## config.mk

```make
export PLATFORM = sky130hd
export DESIGN_NAME = alu_result_flags_stage
export DESIGN_NICKNAME = d
export VERILOG_FILES = /design/src/rtl/alu_result_flags_stage.sv
export SDC_FILE = /design/constraint.sdc
export NUM_CORES = 1
export LEC_CHECK = 0
export ABC_AREA = 1
export CAP_MARGIN = 40
export CORE_AREA = 10 10 78 147
export DETAILED_ROUTE_END_ITERATION = 6
export DIE_AREA = 0 0 88 157
export PLACE_DENSITY = 0.68
export SYNTH_ARGS = -nofsm -noshare
export SYNTH_HDL_FRONTEND = slang
export SYNTH_SLANG_ARGS = --single-unit
```

## constraint.sdc

```tcl
create_clock -name clk -period 1.33 [get_ports clk]
set_input_delay 0.133 -clock clk [delete_from_list [all_inputs] [get_ports clk]]
set_output_delay 0.133 -clock clk [all_outputs]
set_load 0.1 [all_outputs]
```

## src/rtl/alu_result_flags_stage.sv

```systemverilog
// Execute-stage output buffer: evaluates the condition code against the architectural
// NZCV register, commits flags, and holds results in a 2-entry skid buffer.
module alu_result_flags_stage #(
    parameter int N  = 24,
    parameter int RW = 4
) (
    input  logic          clk,
    input  logic          rst,
    input  logic          flush,
    input  logic          in_valid,
    output logic          in_ready,
    input  logic [N-1:0]  in_result,
    input  logic [RW-1:0] in_rd,
    input  logic          in_we,
    input  logic          in_set_flags,
    input  logic [3:0]    in_cond,
    input  logic          in_n,
    input  logic          in_z,
    input  logic          in_c,
    input  logic          in_v,
    output logic          out_valid,
    input  logic          out_ready,
    output logic [N-1:0]  out_result,
    output logic [RW-1:0] out_rd,
    output logic          out_we,
    output logic          out_cond_pass,
    output logic [3:0]    flags_q
);

    localparam int EW = N + RW + 2;

    typedef enum logic [1:0] {EMPTY, ONE, FULL} state_e;

    state_e         state_q, state_d;
    logic [EW-1:0]  outEntry_q, outEntry_d;
    logic [EW-1:0]  skidEntry_q, skidEntry_d;
    logic [3:0]     flags_d;
    logic [EW-1:0]  inEntry;
    logic           condPass;
    logic           accept;
    logic           loadOutIn, loadOutSkid, loadSkid;
    logic           flagN, flagZ, flagC, flagV;

    assign {flagN, flagZ, flagC, flagV} = flags_q;

    // Condition evaluation always uses the committed flags, so a flag write at one edge
    // is already visible to the entry accepted at the next edge.
    always_comb begin
        condPass = 1'b1;
        case (in_cond)
            4'd0:    condPass = flagZ;
            4'd1:    condPass = !flagZ;
            4'd2:    condPass = flagC;
            4'd3:    condPass = !flagC;
            4'd4:    condPass = flagN;
            4'd5:    condPass = !flagN;
            4'd6:    condPass = flagV;
            4'd7:    condPass = !flagV;
            4'd8:    condPass = flagC && !flagZ;
            4'd9:    condPass = !flagC || flagZ;
            4'd10:   condPass = (flagN == flagV);
            4'd11:   condPass = (flagN != flagV);
            4'd12:   condPass = !flagZ && (flagN == flagV);
            4'd13:   condPass = flagZ || (flagN != flagV);
            default: condPass = 1'b1;
        endcase
    end

    assign in_ready = (state_q != FULL);
    assign accept   = in_valid && in_ready && !flush;
    assign inEntry  = {in_result, in_rd, in_we && condPass, condPass};

    // Buffer control; flush overrides everything and drops both entries.
    always_comb begin
        state_d     = state_q;
        loadOutIn   = 1'b0;
        loadOutSkid = 1'b0;
        loadSkid    = 1'b0;
        if (flush) begin
            state_d = EMPTY;
        end else begin
            case (state_q)
                EMPTY: begin
                    if (accept) begin
                        state_d   = ONE;
                        loadOutIn = 1'b1;
                    end
                end
                ONE: begin
                    if (accept && out_ready) begin
                        loadOutIn = 1'b1;
                    end else if (accept) begin
                        state_d  = FULL;
                        loadSkid = 1'b1;
                    end else if (out_ready) begin
                        state_d = EMPTY;
                    end
                end
                FULL: begin
                    if (out_ready) begin
                        state_d     = ONE;
                        loadOutSkid = 1'b1;
                    end
                end
                default: state_d = EMPTY;
            endcase
        end
    end

    always_comb begin
        outEntry_d  = outEntry_q;
        skidEntry_d = skidEntry_q;
        flags_d     = flags_q;
        if (loadOutIn) begin
            outEntry_d = inEntry;
        end else if (loadOutSkid) begin
            outEntry_d = skidEntry_q;
        end
        if (loadSkid) begin
            skidEntry_d = inEntry;
        end
        if (accept && in_set_flags && condPass) begin
            flags_d = {in_n, in_z, in_c, in_v};
        end
    end

    always_ff @(posedge clk or negedge rst) begin
        if (!rst) begin
            state_q     <= EMPTY;
            outEntry_q  <= '0;
            skidEntry_q <= '0;
            flags_q     <= 4'b0000;
        end else begin
            state_q     <= state_d;
            outEntry_q  <= outEntry_d;
            skidEntry_q <= skidEntry_d;
            flags_q     <= flags_d;
        end
    end

    assign out_valid = (state_q != EMPTY);
    assign {out_result, out_rd, out_we, out_cond_pass} = outEntry_q;

endmodule

```

==> out/metrics.cfg <==
[route]
drtIter0Drc=168
drt_wl_total_mm=9.91
wire_per_inst_um=16.7
vias=3003
viasPerCell=5.07
drc=0
dr.pass1.iters=5
ant_nets=0

[synth]
ys_seq_elements=66
syn_nets=407
async_reset_ff_share_pct=100
yosysUniqueCellTypes=20
synth.area.top_cells=dfrtp_1 53%, nand2_1 14%, nand3_1 7.9%
synthCells=364
yosysTopAreaCell=dfrtp_1
synthFlopType=dfrtp_1
syn_avg_cell_area_um2=8.56
synth_edf_count=0
synth_seq_area_share_pct=53.0
synth_warnings=0
syn_area_um2=3110
yosysTopAreaCellShare_pct=53.0
synth_commonest_cells=114 x nand2_1, 66 x dfrtp_1, 49 x nand3_1
yosys.cell_count.top_type=nand2_1

[clock_network]
h-tree-depth=3
tritoncts=yes
cts_max_path_buffers=2
cts.root.buffer_cell=clkbuf_16
cts.sinks=66
numCtsBuffers=9
clk_transition_reported_paths_ns=0.05
insertion_delay_ns=0.33

[worst_setup_path]
max_stage_delay_ns=0.47
cp.arrival_ns=1.70
worst_setup_path_end_kind=flop
path_max_fanout=44
start_kind=flop
critical_path_class=reg2reg
slowest_stage=dfrtp_2
cp.required_ns=1.54
path_cells=nand2_8 -> nand3_4 -> nor3_4 -> nand2_4 -> buf_12 -> nand2_1 -> o21ai_2

[grt]
antenna_found_initial=0
grt_start_max_net_pins=57
grt_usage_pct=13.5
grt_remaining_overflow=0
grt_pass1_vias=3093
grt_pass1_wl_mm=14.9

[die]
initial_core_util_pct=33.9
num_rows=50
core_area_um2=9200
dieArea_um2=13800
pin_count=79
dieWidth_um=88
die_height_um=157

[sta]
fin_ws_ns=-0.162
finalHoldViolCount=0
finalClockSkew_ns=0.00433
relSlewSlack_pct=79.4
grt_setup_unrepaired=yes
min_period_over_period_pct=112
fmax_mhz=670
final_max_slew_viol_count=0
fin_crit_ns=1.49
holdWs_ns=0.208
tightest_slew_ns=0.309
setup_viol=68

[final_layout]
seq_area_um2=1670
final_util_pct=60.2
nets=528
final_cell_area_um2=5530
area_growth_pct=77.7
num-fill-cells=707
antennaDiodeCount=0
drive_above_1_share_pct=40.4
multiInputGateArea_um2=1520

[pwr]
irDropWorstVdd_mv=1.47
p_int_mw=6.36
seq_power_share_pct=30.5
p_leak_nw=2.65
swShare_pct=42.6
powerDensity_nw_per_um2=2000
combPwrFrac_pct=48.5
pwr-share-clk_pct=21.0
p_sw_mw=4.72

[status]
status=finished with violations
violations=setup timing

[placement]
placed_area_um2=4640
dp_hpwl_mm=6.02
port_buffers=78
gp_congestion=0.870

[worst_hold_path]
hold_path_class=in2async

[flow_run]
cap_violations=0

## area by class of cell
class | instances | area share (%)
timing repair buffer | 126 | 31.5
sequential | 66 | 30.1
multi-input combinational | 239 | 27.4
clock buffer | 11 | 4.57
inverter | 43 | 3.28
tap | 104 | 2.35
clock inverter | 3 | 0.724
## flip-flops by register name (all words and copies together) (netlist names)
signal,cells
state_q,2
skidEntry_q,30
flags_q,4
outEntry_q,30
## worst max-delay path, delay by kind of cell, from the launching register on
kind                   cells  cell delay (ns)
AND/OR/NAND/NOR            5             0.60
buffers and inverters      1             0.20
flip-flops                 1             0.47
AO/OA/AOI/OAI              1             0.07
## placed cells by master (no fill, tap or decap), types with 2 or more instances in the layout
master           instances
buf_4                   21
nor3_4                   2
nor2_2                   3
o21ai_1                  9
o21ai_2                 14
nand3_1                 11
clkbuf_16               12
buf_6                   11
nor2_4                   2
inv_4                    3
inv_2                    7
nand2_8                  2
clkdlybuf4s50_1         40
buf_8                    3
o211ai_1                24
dfrtp_1                 61
nand2_2                 15
nand2_1                 97
clkbuf_8                 2
a21oi_1                  3
inv_1                   32
buf_12                  44
nand3_2                 38
nor2_1                   8
nand2_4                  4
clkinv_2                 2
dfrtp_4                  4
o21ai_0                  3
## layer usage
layer / global-route usage [%] / wire (um)
met1: 17.1 / 4060
met2: 20.2 / 4870
met3: 4.81 / 784
met4: 5.50 / 206
met5: 0 / 0
## timing repair
| action | in CTS | in global routing |
|---|---|---|
| setup buffers | 12 | 4 |
| cloned | 3 | 3 |
| hold buffers | 1 | 0 |
| setup endpoints to repair | 66 | 69 |
| pin swaps | 14 | 37 |
| endpoints found under the hold margin | 10 | 0 |
| gates resized for setup | 36 | 64 |
## power groups by stage
stage,sequential (mW),clock [mW],combinational (mW)
5_1_grt,3.46,2.46,5.66
6_report,3.38,2.33,5.37
2_1_floorplan,5.13,0,1.10
3_5_place_dp,3.33,0,4.96
4_1_cts,3.33,2.38,5.20
3_3_place_gp,3.32,0,4.89
## metrics by stage
| step | cells | TNS [ns] | total power [mW] | setup WS, ns |
|---|---|---|---|---|
| 6_report | 592 | -6.11 | 11.1 | -0.162 |
| 5_1_grt | 592 | -10.39 | 11.6 | -0.219 |
| 4_1_cts | 589 | -4.02 | 10.9 | -0.111 |
| 3_5_place_dp | 559 | -15.62 | 8.29 | -0.373 |
| 3_3_place_gp | 559 | -14.46 | 8.21 | -0.292 |
| 2_1_floorplan | 364 | -6.58 | 6.23 | -0.127 |
## final timing paths
kind / depth (start not counted) / startpoint / slack, ns / to
worst max-delay path: 7 / state_q[1]$_DFFE_PN0P_ / -0.16 / skidEntry_q[24]$_DFFE_PN0P_
worst min-delay path: 2 / rst / 0.21 / outEntry_q[9]$_DFFE_PN0P_
worst max register to register: 7 / state_q[1]$_DFFE_PN0P_ / -0.16 / skidEntry_q[24]$_DFFE_PN0P_
worst min register to register: 2 / skidEntry_q[18]$_DFFE_PN0P_ / 0.48 / skidEntry_q[18]$_DFFE_PN0P_
max in group asynchronous: 3 / rst / 0.51 / flags_q[2]$_DFFE_PN0P_
min in group clk: 3 / in_result[20] / 0.38 / skidEntry_q[26]$_DFFE_PN0P_
## cells by family after synthesis
family,share of synthesized area [%]
and+or+nand+nor,25.1
DFF,53.0
buffers and inverters,8.76
AOI/OAI and AO/OA,13.1
Power figures use the tool's default switching activity.
